File: config.mk
export PLATFORM = sky130hd
export DESIGN_NAME = word_aligner_flat
export DESIGN_NICKNAME = d
export VERILOG_FILES = /design/src/rtl/word_aligner_if.sv /design/src/rtl/word_aligner.sv /design/src/flat_wrapper.sv
export SDC_FILE = /design/constraint.sdc
export NUM_CORES = 1
export LEC_CHECK = 0
export CELL_PAD_IN_SITES_DETAIL_PLACEMENT = 1
export CELL_PAD_IN_SITES_GLOBAL_PLACEMENT = 1
export CORE_ASPECT_RATIO = 0.8
export CORE_UTILIZATION = 47
export CTS_CLUSTER_DIAMETER = 100
export CTS_CLUSTER_SIZE = 14
export DETAILED_ROUTE_END_ITERATION = 7
export PLACE_DENSITY = 0.95
export SLEW_MARGIN = 10
export SYNTH_ARGS = -nofsm -noshare
export SYNTH_HDL_FRONTEND = slang
export SYNTH_SLANG_ARGS = --single-unit
File: constraint.sdc
create_clock -name cdr_clk_i -period 8.7 [get_ports cdr_clk_i]
set_input_delay 1.305 -clock cdr_clk_i [delete_from_list [all_inputs] [get_ports cdr_clk_i]]
set_output_delay 1.305 -clock cdr_clk_i [all_outputs]
set_load 0.03 [all_outputs]
File: src/rtl/word_aligner_if.sv
// Raw deserializer stream into the word aligner and the aligned word stream out of it.
interface word_aligner_if;
  logic [19:0] raw_data_i;
  logic        raw_vld_i;
  logic [19:0] data_out_o;
  logic        data_vld_o;

  // Handshake: raw_vld_i qualifies raw_data_i for exactly one cycle and there is
  // no backpressure; data_vld_o qualifies data_out_o for one cycle and the sink
  // (elastic buffer write side) must take it in that cycle.
  modport master (
    output raw_data_i,
    output raw_vld_i,
    input  data_out_o,
    input  data_vld_o
  );

  modport slave (
    input  raw_data_i,
    input  raw_vld_i,
    output data_out_o,
    output data_vld_o
  );
endinterface

File: src/rtl/word_aligner.sv
// Comma-based 10-bit symbol aligner for a 20-bit deserializer stream (HUNT/VERIFY/LOCKED).
// Optional macro WA_LOSS_TIMEOUT_EN drops lock after 1023 words without an aligned comma.
module word_aligner #(
  parameter logic [9:0] COMMA_POS = 10'h17C,
  parameter logic [9:0] COMMA_NEG = 10'h283
) (
  input  logic                cdr_clk_i,
  input  logic                sys_arst_n_i,
  word_aligner_if.slave       bus,
  input  logic [3:0]          cfg_lock_cnt_i,
  input  logic [3:0]          cfg_unlock_cnt_i,
  output logic                lock_o,
  output logic [3:0]          align_offset_o,
  output logic [7:0]          relock_cnt_o,
  output logic [1:0]          dbg_state_o,
  output logic [3:0]          dbg_match_cnt_o,
  output logic [3:0]          dbg_miss_cnt_o
);

  localparam logic [1:0] ST_HUNT   = 2'd0;
  localparam logic [1:0] ST_VERIFY = 2'd1;
  localparam logic [1:0] ST_LOCKED = 2'd2;

  logic [1:0]  state_q, state_d;
  logic [3:0]  off_q, off_d;
  logic [3:0]  match_q, match_d;
  logic [3:0]  miss_q, miss_d;
  logic [7:0]  relock_q, relock_d;
  logic [19:0] raw_q;
  logic [19:0] dout_q;
  logic        dvld_q;
  logic        lock_q;
  logic        drop;

  // Only window bits 0..28 can ever be inspected (20 comma start positions,
  // 20-bit output slice at offsets 0..9), so the upper raw bits are left out.
  logic [28:0] win;
  assign win = {bus.raw_data_i[8:0], raw_q};

  logic [19:0] comma_hit;
  for (genvar p = 0; p < 20; p++) begin : g_hit
    assign comma_hit[p] = (win[p+9:p] == COMMA_POS) || (win[p+9:p] == COMMA_NEG);
  end

  logic comma_any;
  assign comma_any = |comma_hit;

  // Lowest matching start position wins; its phase within a symbol is the offset.
  logic [3:0] cand_off;
  always_comb begin
    cand_off = 4'd0;
    for (int p = 19; p >= 0; p--) begin
      if (comma_hit[p]) cand_off = 4'(p % 10);
    end
  end

  logic [4:0] idx_lo, idx_hi;
  logic       aligned;
  assign idx_lo  = {1'b0, off_q};
  assign idx_hi  = idx_lo + 5'd10;
  assign aligned = comma_hit[idx_lo] | comma_hit[idx_hi];

  logic [19:0] aligned_word;
  always_comb begin
    aligned_word = win[19:0];
    case (off_q)
      4'd0:    aligned_word = win[19:0];
      4'd1:    aligned_word = win[20:1];
      4'd2:    aligned_word = win[21:2];
      4'd3:    aligned_word = win[22:3];
      4'd4:    aligned_word = win[23:4];
      4'd5:    aligned_word = win[24:5];
      4'd6:    aligned_word = win[25:6];
      4'd7:    aligned_word = win[26:7];
      4'd8:    aligned_word = win[27:8];
      4'd9:    aligned_word = win[28:9];
      default: aligned_word = win[19:0];
    endcase
  end

  logic [3:0] lock_need, unlock_need;
  assign lock_need   = (cfg_lock_cnt_i   == 4'd0) ? 4'd1 : cfg_lock_cnt_i;
  assign unlock_need = (cfg_unlock_cnt_i == 4'd0) ? 4'd1 : cfg_unlock_cnt_i;

  logic [4:0] match_inc, miss_inc;
  assign match_inc = {1'b0, match_q} + 5'd1;
  assign miss_inc  = {1'b0, miss_q} + 5'd1;

`ifdef WA_LOSS_TIMEOUT_EN
  localparam logic [9:0] TIMEOUT_LAST = 10'd1022;
  logic [9:0] to_q;
`endif

  always_comb begin
    state_d  = state_q;
    off_d    = off_q;
    match_d  = match_q;
    miss_d   = miss_q;
    relock_d = relock_q;
    drop     = 1'b0;
    if (bus.raw_vld_i) begin
      case (state_q)
        ST_HUNT: begin
          if (comma_any) begin
            off_d   = cand_off;
            match_d = 4'd1;
            state_d = (lock_need == 4'd1) ? ST_LOCKED : ST_VERIFY;
          end
        end
        ST_VERIFY: begin
          if (aligned) begin
            match_d = match_inc[3:0];
            if (match_inc >= {1'b0, lock_need}) state_d = ST_LOCKED;
          end else if (comma_any) begin
            off_d   = cand_off;
            match_d = 4'd1;
          end
        end
        ST_LOCKED: begin
          if (aligned) begin
            miss_d = 4'd0;
          end else if (comma_any) begin
            miss_d = miss_inc[3:0];
            if (miss_inc >= {1'b0, unlock_need}) drop = 1'b1;
          end
`ifdef WA_LOSS_TIMEOUT_EN
          if (!aligned && (to_q == TIMEOUT_LAST)) drop = 1'b1;
`endif
          if (drop) begin
            state_d = ST_HUNT;
            match_d = 4'd0;
            miss_d  = 4'd0;
            if (relock_q != 8'hFF) relock_d = relock_q + 8'd1;
          end
        end
        default: state_d = ST_HUNT;
      endcase
    end
  end

  always_ff @(posedge cdr_clk_i or negedge sys_arst_n_i) begin
    if (!sys_arst_n_i) begin
      state_q  <= ST_HUNT;
      off_q    <= 4'd0;
      match_q  <= 4'd0;
      miss_q   <= 4'd0;
      relock_q <= 8'd0;
      raw_q    <= 20'd0;
      dout_q   <= 20'd0;
      dvld_q   <= 1'b0;
      lock_q   <= 1'b0;
    end else begin
      state_q  <= state_d;
      off_q    <= off_d;
      match_q  <= match_d;
      miss_q   <= miss_d;
      relock_q <= relock_d;
      lock_q   <= (state_d == ST_LOCKED);
      // Output qualification uses the state before this word's update, so the
      // word that completes the lock is never presented downstream.
      dvld_q   <= bus.raw_vld_i && (state_q == ST_LOCKED);
      if (bus.raw_vld_i) raw_q <= bus.raw_data_i;
      if (bus.raw_vld_i && (state_q == ST_LOCKED)) dout_q <= aligned_word;
    end
  end

`ifdef WA_LOSS_TIMEOUT_EN
  always_ff @(posedge cdr_clk_i or negedge sys_arst_n_i) begin
    if (!sys_arst_n_i) begin
      to_q <= 10'd0;
    end else if (bus.raw_vld_i) begin
      if ((state_q != ST_LOCKED) || aligned || drop) to_q <= 10'd0;
      else                                           to_q <= to_q + 10'd1;
    end
  end
`endif

  assign bus.data_out_o  = dout_q;
  assign bus.data_vld_o  = dvld_q;
  assign lock_o          = lock_q;
  assign align_offset_o  = off_q;
  assign relock_cnt_o    = relock_q;
  assign dbg_state_o     = state_q;
  assign dbg_match_cnt_o = match_q;
  assign dbg_miss_cnt_o  = miss_q;

endmodule

File: src/flat_wrapper.sv
// flat-port wrapper written by rule: the top's interface ports become plain ports
module word_aligner_flat 
#(
  parameter logic [9:0] COMMA_POS = 10'h17C,
  parameter logic [9:0] COMMA_NEG = 10'h283
)
  (cdr_clk_i, sys_arst_n_i, cfg_lock_cnt_i, cfg_unlock_cnt_i, lock_o, align_offset_o, relock_cnt_o, dbg_state_o, dbg_match_cnt_o, dbg_miss_cnt_o, bus_raw_data_i, bus_raw_vld_i, bus_data_out_o, bus_data_vld_o);
  word_aligner_if bus_i ();
  input  logic cdr_clk_i;
  input  logic sys_arst_n_i;
  input  logic [3:0] cfg_lock_cnt_i;
  input  logic [3:0] cfg_unlock_cnt_i;
  output logic lock_o;
  output logic [3:0] align_offset_o;
  output logic [7:0] relock_cnt_o;
  output logic [1:0] dbg_state_o;
  output logic [3:0] dbg_match_cnt_o;
  output logic [3:0] dbg_miss_cnt_o;
  input wire logic [$bits(bus_i.raw_data_i)-1:0] bus_raw_data_i;
  input wire logic [$bits(bus_i.raw_vld_i)-1:0] bus_raw_vld_i;
  output wire logic [$bits(bus_i.data_out_o)-1:0] bus_data_out_o;
  output wire logic [$bits(bus_i.data_vld_o)-1:0] bus_data_vld_o;
  assign bus_i.raw_data_i = bus_raw_data_i;
  assign bus_i.raw_vld_i = bus_raw_vld_i;
  assign bus_data_out_o = bus_i.data_out_o;
  assign bus_data_vld_o = bus_i.data_vld_o;
  word_aligner #(.COMMA_POS(COMMA_POS), .COMMA_NEG(COMMA_NEG)) u_core (.cdr_clk_i(cdr_clk_i), .sys_arst_n_i(sys_arst_n_i), .bus(bus_i), .cfg_lock_cnt_i(cfg_lock_cnt_i), .cfg_unlock_cnt_i(cfg_unlock_cnt_i), .lock_o(lock_o), .align_offset_o(align_offset_o), .relock_cnt_o(relock_cnt_o), .dbg_state_o(dbg_state_o), .dbg_match_cnt_o(dbg_match_cnt_o), .dbg_miss_cnt_o(dbg_miss_cnt_o));
endmodule
* After elaboration in Yosys (flattened, before gate mapping) *
Index checks and enable logic that the tools add are counted.

word-level totals
  bits of input ports = 31
  flip-flop bits (word level) = 64
  output and inout port bits = 44

cells by class
  reductions and logical operators = 32
  add/subtract/negate cells = 4
  multiplexer cells = 49
  bitwise gates (word level) = 1
  eq/ne operators = 56
  magnitude comparators = 4

operators by type and width
  operator              count
  $eq 10x10->1 const B  20
  $eq 10x9->1 const B   20
  $pmux 20 s9           1
  $mux 4                30
  $logic_or 1x1->1      20
  $reduce_or 20->1      1
  $eq 4x3->1 const B    4
  $mux 2                6
  $pmux 4 s3            1
  $add 4x1->5 const B   2
  $ge 5x4->1            2
  $reduce_and 3->1      3
  $add 8x1->8 const B   1
  $eq 4x1->1 const B    2
  $eq 4x2->1 const B    2
  $eq 4x4->1 const B    2
  $logic_not 4->1       2
  $ne 8x8->1 const B    1
  $pmux 4 s2            1
  $mux 1                7
  $lt 4x6->1 const B    1
  $lt 5x6->1 const B    1
  $pmux 2 s3            1
  $reduce_bool 3->1     2
  other kinds (12)      13

* Logic depth before layout (Yosys ltp) *
Gate-level depths: netlist of the first run.

  depth in word-level cells = 25
  gate-level depth with buffers = 13

* Least setup slack after synthesis of the first run *
Ideal clock, no wire load.

  path kind = in2reg
  start = input bus_raw_data_i[1]
  end = register u_core.off_q[1], in the netlist u_core.align_offset_o[1]
  stages = 11
  path buffers = 2
  arrival time = 3.749 ns
  path slack = 4.826 ns
  required time = 8.575 ns
  cell sequence = buf_6 -> or4b_4 -> nor4_4 -> a211o_1 -> o21ai_1 -> a221o_1 -> o2111a_1 -> mux2_2 -> and3_1 -> buf_6 -> mux2_4

between the ends
  word-level cells in the longest chain between the ends = 24
  elaborated cells on any way between the ends = 54
  classes of those cells = eq/ne: 17; mux: 26; bitwise: 1; reduce/logical: 10

RTL lines
  item                                         RTL line                                  text
  from (decl)                                  flat_wrapper.sv:19                        input wire logic [$bits(bus_i.raw_data_i)-1:0] bus_raw_data_i;
  $eq 10x9->1 or $eq 10x10->1 (tied branches)  word_aligner.sv:42                        assign comma_hit[p] = (win[p+9:p] == COMMA_POS) || (win[p+9:p] == COMMA_NEG);
  $logic_or 1x1->1                             word_aligner.sv:42
  $mux 4 (19 in series)                        word_aligner.sv:53                        if (comma_hit[p]) cand_off = 4'(p % 10);
  $mux 4                                       word_aligner.sv:104, word_aligner.sv:114
  $mux 4                                       word_aligner.sv:111                       if (aligned) begin
  $pmux 4 s2                                   word_aligner.sv:102                       case (state_q)
  to (signal assigned)                         word_aligner.sv:144                       off_q <= 4'd0;
  to (signal assigned)                         word_aligner.sv:154                       off_q <= off_d;
  to (decl)                                    word_aligner.sv:25                        logic [3:0] off_q, off_d;

Parallel ways exist; a longest one is shown, timed or not. The select of a mux whose other input is x is not followed.
A chain may end at the register's enable or synchronous reset.

* Worst setup path after layout of the first run *
  start = input bus_raw_data_i[0]
  end = register u_core.match_q[1], in the netlist u_core.dbg_match_cnt_o[1]

between the ends
  word-level cells in the longest chain between the ends = 10
  elaborated cells on any way between the ends = 42
  classes of those cells = eq/ne: 19; mux: 11; bitwise: 1; reduce/logical: 11

RTL lines
  item                                         RTL line             text
  $eq 10x9->1 or $eq 10x10->1 (tied branches)  word_aligner.sv:42
  $logic_or 1x1->1                             word_aligner.sv:42
  $bmux 1 s5 or $bmux 1 s4 (tied branches)     word_aligner.sv:61   assign aligned = comma_hit[idx_lo] | comma_hit[idx_hi];
  $mux 1 (not written as such)                 word_aligner.sv:61
  $or 1x1->1                                   word_aligner.sv:61
  $mux 1                                       word_aligner.sv:120  if (aligned) begin
  $mux 1                                       word_aligner.sv:102
  $mux 1                                       word_aligner.sv:101  if (bus.raw_vld_i) begin
  $ne 2x1->1 (no source line)                  -
  $reduce_and 3->1 (no source line)            -
  to (signal assigned)                         word_aligner.sv:155  match_q <= match_d;
  to (decl)                                    word_aligner.sv:26   logic [3:0] match_q, match_d;

Parallel ways exist; a longest one is shown, timed or not. The select of a mux whose other input is x is not followed.

==> key figures, run 1 <==
Status
  – Status: complete, no violations

Critical path
  – Critical Path Start Type: input port
  – R2r endpoint: u_core.dbg_match_cnt_o[1]
  – CP Class: in -> reg
  – CP startpoint: bus_raw_data_i[0]
  – R2R Path Start: u_core.raw_q[16]
  – Worst EP arrival: approximately 5300 ps
  – CP required: 8970 ps
  – Worst path slowest cell: clkdlybuf4s50_1
  – R2R cell count: 9
  – Setup crit end: u_core.dbg_match_cnt_o[1]
  – Largest stage delay on the critical path: ~850 ps
  – Crit path cell chain: clkdlybuf4s50_1 -> or4b_4 -> nor4_4 -> a211o_1 -> o21ai_1 -> a221o_1 -> o2111ai_1 -> nor3_1 -> o21ai_0 -> a22o_1
  – R2r setup slk: 4470 ps
  – CP Capture Type: register
  – CP max FO: 21

Yosys
  – Post-synth EDFFs: 0
  – Net Count, Synth: about 780
  – FF+latch count, synth: 64
  – Synth Area in XOR/XNOR: 0.01845
  – Post-Synth Adder-Cell Area: 0.03243
  – Synth area leader: dfrtp_1
  – Top post-synthesis cells by area: dfrtp_1 26%, a221oi_1 8.4%, a22o_1 6.2%
  – Ys async rst share: 1.000
  – Synth top area share: 0.2595
  – Post-Syn Area per Cell: about 8.5 sq um
  – Main combinational cell family by area after synthesis: simple AND/OR/NAND/NOR gates
  – Distinct cells, synth: 79
  – Post-Syn Instances: 730
  – Sequential share of the synthesized area: 0.2595
  – Mux cell area share after synthesis: 0.05331
  – Main synth FF type: dfrtp_1
  – Simple-gate share of the synthesized area: 0.2937
  – Synth warn: 0
  – Post-Syn Area: roughly 6000 sq um
  – Complex-gate fraction of the synthesized area: 0.2779

GRT
  – Largest net degree at the start of global routing: 65
  – First-pass GRT wire length: around 41000 um
  – Vias in the first global route: 6920
  – Total GRT Usage: 0.3889
  – Initial antenna violation count: 0
  – Grt total ovfl: 0

STA
  – Final Hold Viols: 0
  – RSZ-0062 raised after global routing: no
  – Final min period: around 5000 ps
  – Total negative slack: 0 ps
  – Hold Slack: ~500 ps
  – Final worst slack: ~3700 ps
  – Max Slew Vio Count: 0
  – Period utilisation layout: 0.5725
  – Worst Clk Skew: about 8.3 ps
  – Actual slew at the worst max-slew pin: 1157 ps
  – Peak Freq: approximately 0.2 GHz
  – Rel. slew slack: 0.2286
  – Setup Viol. Count Final: 0

Layout
  – Ant diodes: 0
  – Area of the multi-input gates: about 4200 sq um
  – Layout cell share with drive strength beyond 1: 0.1074
  – Nets: around 800
  – Commonest non-fill, non-tap cell in the layout: clkdlybuf4s50_1
  – Layout area overhead: 17.21%
  – Register Area: 1602 sq um
  – Final instance area: a little over 7000 sq um
  – Commonest cells after routing, fill and taps aside: 73 x clkdlybuf4s50_1, 64 x dfrtp_1, 59 x a221oi_1, 48 x nor2_1, 46 x nand2_1
  – Fill cell count: approximately 1500

Die
  – Die Ht: approximately 100 um
  – Starting Density: 0.4813
  – Die Area: 13600 sq um
  – CORE AREA: between 10000 and 15000 sq um
  – DIE WIDTH: between 100 and 150 um
  – # rows: 37
  – I/O Pins: 75

Route
  – Post-route DRC violation count: 0
  – Routed length per instance: 27.72 um
  – Detailed-route via count: around 7000
  – Detailed Route Iter0 Violations: between 1000 and 1500
  – Total Wirelength: between 20000 and 30000 um
  – Vias/cell: 7.509
  – Final antenna-violating net count: 0
  – Drt pass-1 iters: 6

Placement
  – GPL Wtd Cong: 0.9840
  – DP Area: 6949 sq um
  – Pre-CTS setup slack: roughly 3600 ps
  – I/O Buffers: between 70 and 80
  – Final HPWL DP: ~17000 um

Clock tree
  – CTS resizes: 0
  – Clock transition at the registers of the reported paths: 60 ps
  – Post-CTS Setup Inserts: 0
  – CTS max path bufs: 2
  – Clk root buf: clkbuf_16
  – TritonCTS clock tree: yes
  – Hold_buf cts: 0
  – Clock Latency Late Sink: between 300 and 400 ps
  – CTS buffer count: 9
  – CTS Sinks: 64
  – H-tree depth: 3

Power
  – VDD IR max: around 0.15 mV
  – Total power: ~1.8 mW
  – Leakage: about 2.8 nW
  – Pwr per Cell Area: 244.4 nW/um^2

Run
  – Max cap viols: 0

Hold path
  – Worst hold-check path type: reg -> reg
## cell usage after synthesis, types with 4 or more instances
cell type  instances
and2_1             4
a211oi_1           8
a22o_1            44
nor4bb_1           4
nor4_1             7
nor4b_1           10
or4_1              4
nor2_1            49
nand3_1           26
nor2b_1           22
buf_2             16
nand2_1           46
nor3_1            11
mux2i_1            4
o21ai_0           11
mux2_2            22
inv_1             16
clkbuf_1          57
and4b_1           10
nand4_1           31
a31oi_1           25
xnor2_1            9
and3b_1            4
and3_1             9
ha_1              16
a21o_1             6
and4_1             8
a31o_2             5
a221oi_1          59
nand2b_1          15
dfrtp_1           64
xor2_1             4
nand4b_1           8
nor3b_1           10
a21oi_1           17
## metal layers
layer / global-route usage / vias to the layer above / wire [um]
li1: - / 2923 / -
met1: 0.5316 / 3451 / 10250
met2: 0.6079 / 492 / 11850
met3: 0.07870 / 110 / 2734
met4: 0.1279 / 0 / 923
met5: 0 / - / 0
## final cells by class
| type | instances | share of cell area |
|---|---|---|
| repair buffers | 88 | 0.1167 |
| inverters | 17 | 0.008820 |
| well taps | 175 | 0.03027 |
| multi-input cells | 570 | 0.5849 |
| clock buffers | 12 | 0.03545 |
| flip-flops and latches | 64 | 0.2214 |
| clock inverters | 3 | 0.002421 |
## metrics by stage
stage                       util  instances
after floorplan                -        730
after global placement    0.5419        913
after detailed placement  0.5419        913
after CTS                 0.5633        928
after global routing      0.5642        929
final                     0.5642        929
## worst max-delay path: cells and delay by family
| kind | cells | cell delay [ps] |
|---|---|---|
| AOI/OAI and AO/OA | 6 | 1960 |
| and+or+nand+nor | 3 | 1140 |
| buffers and inverters | 1 | 850 |
## power breakdown
part           leakage [nW]  internal, mW  switching [mW]
logic                  1.91         0.362           0.542
clock network         0.134         0.206           0.140
registers             0.779         0.372           0.146
## registers in the layout, indices dropped and copies added (netlist names)
| signal | flops |
|---|---|
| u_core.lock_o | 1 |
| u_core.dbg_state_o | 2 |
| u_core.raw_q | 20 |
| u_core.dbg_miss_cnt_o | 4 |
| u_core.align_offset_o | 4 |
| u_core.bus.data_vld_o | 1 |
| u_core.bus.data_out_o | 20 |
| u_core.dbg_match_cnt_o | 4 |
| u_core.relock_cnt_o | 8 |
## cell families after synthesis
kind of cell             count (synthesis)
flip-flops                              64
AND/OR/NAND/NOR                        297
multiplexers                            29
adder cells (fa/ha/maj)                 16
XOR/XNOR                                13
AO/OA/AOI/OAI                          215
buffers and inverters                   96
## how the worst min path moves through the flow
stage | startpoint | endpoint | cells after the start
floorplan | u_core.raw_q[0] | u_core.raw_q[0] | 1
global placement | u_core.relock_cnt_o[6] | u_core.relock_cnt_o[6] | 1
detailed placement | u_core.relock_cnt_o[4] | u_core.relock_cnt_o[4] | 1
CTS | u_core.relock_cnt_o[4] | u_core.relock_cnt_o[4] | 1
global route | u_core.relock_cnt_o[6] | u_core.relock_cnt_o[6] | 1
finish | u_core.relock_cnt_o[4] | u_core.relock_cnt_o[4] | 1
Note: power is estimated with default switching activity, not from simulation.
==> inputs of run 2 (changes only) <==
--- a/config.mk
+++ b/config.mk
@@ -8,11 +8,11 @@
 export CELL_PAD_IN_SITES_DETAIL_PLACEMENT = 1
 export CELL_PAD_IN_SITES_GLOBAL_PLACEMENT = 1
 export CORE_ASPECT_RATIO = 0.8
-export CORE_UTILIZATION = 47
+export CORE_UTILIZATION = 39
 export CTS_CLUSTER_DIAMETER = 100
 export CTS_CLUSTER_SIZE = 14
 export DETAILED_ROUTE_END_ITERATION = 7
-export PLACE_DENSITY = 0.95
+export PLACE_DENSITY = 0.85
 export SLEW_MARGIN = 10
 export SYNTH_ARGS = -nofsm -noshare
 export SYNTH_HDL_FRONTEND = slang
==> constraint.sdc (replaced) <==
create_clock -name cdr_clk_i -period 4.3 [get_ports cdr_clk_i]
set_input_delay 0.645 -clock cdr_clk_i [delete_from_list [all_inputs] [get_ports cdr_clk_i]]
set_output_delay 0.645 -clock cdr_clk_i [all_outputs]
set_load 0.03 [all_outputs]
==> run 2 against run 1 <==
Net effect: non-clock buffer count is 18 higher; clock-buffer cell count fell by 1; first-iteration DRC count shrank 29%; critical path depth is 2 higher; cell count rose by 5.8%; clock skew about the same; sequential share of layout area decreased by 0.60 points; utilization fell by 7.5 points; global-route usage down 7.9 points; critical path type unchanged; setup slack worse by 3300 ps.
==> key figures, run 2 (synthesis results as in run 1) <==
Status
  – Status: complete, no violations

Layout
  – Nets: 815 (+2.3%)
  – Non-Filler Instances: 983 (+5.8%)
  – Layout area overhead: 20.49%
  – Layout cell share with drive strength beyond 1: 0.1307 (+0.02323)
  – Commonest non-fill, non-tap cell in the layout: clkdlybuf4s50_1
  – Ant diodes: 0 (unchanged)
  – Commonest cells after routing, fill and taps aside: 73 x clkdlybuf4s50_1, 64 x dfrtp_1, 59 x a221oi_1, 47 x nor2_1, 46 x nand2_1

Die
  – Die Area: 16340 sq um (+20%)
  – # rows: 40 (+8.1%)
  – I/O Pins: 75 (unchanged)
  – DIE WIDTH: 142.7 um (+9.6%)
  – Starting Density: 0.4057 (-0.07564)
  – CORE AREA: 15210 sq um (+19%)
  – Die Ht: 114.5 um (+9.6%)

GRT
  – Grt total ovfl: 0 (unchanged)
  – Total GRT Usage: 0.3104 (-0.07857)
  – Vias in the first global route: 7046 (+1.8%)
  – Initial antenna violation count: 0 (unchanged)
  – First-pass GRT wire length: 39340 um (-3.1%)
  – Largest net degree at the start of global routing: 36 (-45%)

Critical path
  – CP required: 4520 ps (-4450 ps)
  – CP Capture Type: register
  – Worst EP arrival: 4120 ps (-1130 ps)
  – Critical Path Start Type: input port
  – CP Class: in -> reg
  – CP max FO: 14 (-33%)

Route
  – Total Wirelength: 24730 um (-4.0%)
  – Detailed-route via count: 6869 (-1.5%)
  – Routed length per instance: 25.16 um (-9.3%)
  – Drt pass-1 iters: 7 (+1)
  – Vias/cell: 6.988 (-6.9%)
  – Final antenna-violating net count: 0 (unchanged)
  – Detailed Route Iter0 Violations: 788 (-29%)
  – Post-route DRC violation count: 0 (unchanged)

Placement
  – Placed cell count: 967 (+5.9%)
  – GPL Wtd Cong: 0.9425 (-4.2%)
  – Final HPWL DP: 17470 um (+1.8%)
  – I/O Buffers: 74 (unchanged)

Clock tree
  – TritonCTS clock tree: yes
  – Post-CTS Setup Inserts: 0 (unchanged)
  – CTS max path bufs: 2 (unchanged)
  – CTS resizes: 0 (unchanged)
  – Clk root buf: clkbuf_16
  – Clock transition at the registers of the reported paths: 50 ps (about the same)
  – CTS Sinks: 64 (unchanged)
  – Hold_buf cts: 0 (unchanged)
  – Clock Latency Late Sink: 340 ps (about the same)
  – CTS buffer count: 9 (unchanged)
  – H-tree depth: 3 (unchanged)

Hold path
  – Worst hold-check path type: in -> async

STA
  – Rel. slew slack: 0.2508 (+0.02223)
  – Setup Viol. Count Final: 0 (unchanged)
  – Final Hold Viols: 0 (unchanged)
  – Hold Slack: 403.6 ps (-100.0 ps)
  – Peak Freq: 0.2565 GHz
  – Worst Clk Skew: 7.985 ps (-0.3626 ps)
  – Max Slew Vio Count: 0 (unchanged)
  – Actual slew at the worst max-slew pin: 1123 ps (-34.55 ps)
  – Period utilisation layout: 0.9067
  – RSZ-0062 raised after global routing: no
  – Final min period: between 3000 and 4000 ps
  – Total negative slack: 0 ps (unchanged)

Power
  – Leakage: 2.924 nW (+3.5%)
  – VDD IR max: 0.3728 mV (+150%)
  – Pwr per Cell Area: 483.4 nW/um^2 (+98%)
  – Total power: 3.595 mW (+100%)

Run
  – Max cap viols: 0 (unchanged)
## run 2: critical path, cell delays in order
cell             delay, ps
clkdlybuf4s50_1        590
buf_4                  280
and4b_1                250
and3_1                 200
a211oi_1               260
a211oi_1               120
a2111oi_0              530
o2111ai_1              250
buf_4                  220
o31ai_4                370
a21boi_0               150
a211o_1                240
## run 2: worst paths after layout
check	to	start	depth (start not counted)	slack, ps
worst min-delay path	u_core.dbg_state_o[1]	sys_arst_n_i	1	400
worst min register to register	u_core.relock_cnt_o[4]	u_core.relock_cnt_o[4]	1	500
min in group cdr_clk_i	u_core.relock_cnt_o[4]	u_core.relock_cnt_o[4]	1	500
worst max-delay path	u_core.dbg_match_cnt_o[2]	bus_raw_data_i[1]	12	400
max in group asynchronous	u_core.raw_q[11]	sys_arst_n_i	2	2940
worst max register to register	u_core.align_offset_o[2]	u_core.raw_q[14]	9	470
## run 2: power by group
part           switching [mW]  internal [mW]
clock                   0.280          0.463
combinational            1.10          0.752
sequential              0.244          0.754
total                    1.63           1.97
## run 2: routing by layer
metal / GRT usage / routed length (um)
met5: 0 / 0
met4: 0.1147 / 663
met3: 0.06315 / 1977
met2: 0.5059 / 11530
met1: 0.4052 / 10550
## run 2: cell type report
type	instances	area, sq um
clock buffer	11	242.7
clock inverter	5	56.30
fill	1796	7777
inverter	17	63.81
multi-input combinational	570	4234
sequential	64	1602
tap	210	262.8
timing repair buffer	106	975.9
## run 2: through the flow
stage	worst slack (ps)	cell area, sq um	utilization
2_1_floorplan	1086	6172	-
3_5_place_dp	140.2	7138	0.4692
5_1_grt	178.6	7437	0.4888
3_3_place_gp	374.6	7138	0.4692
4_1_cts	465.9	7437	0.4888
6_report	401.3	7437	0.4888
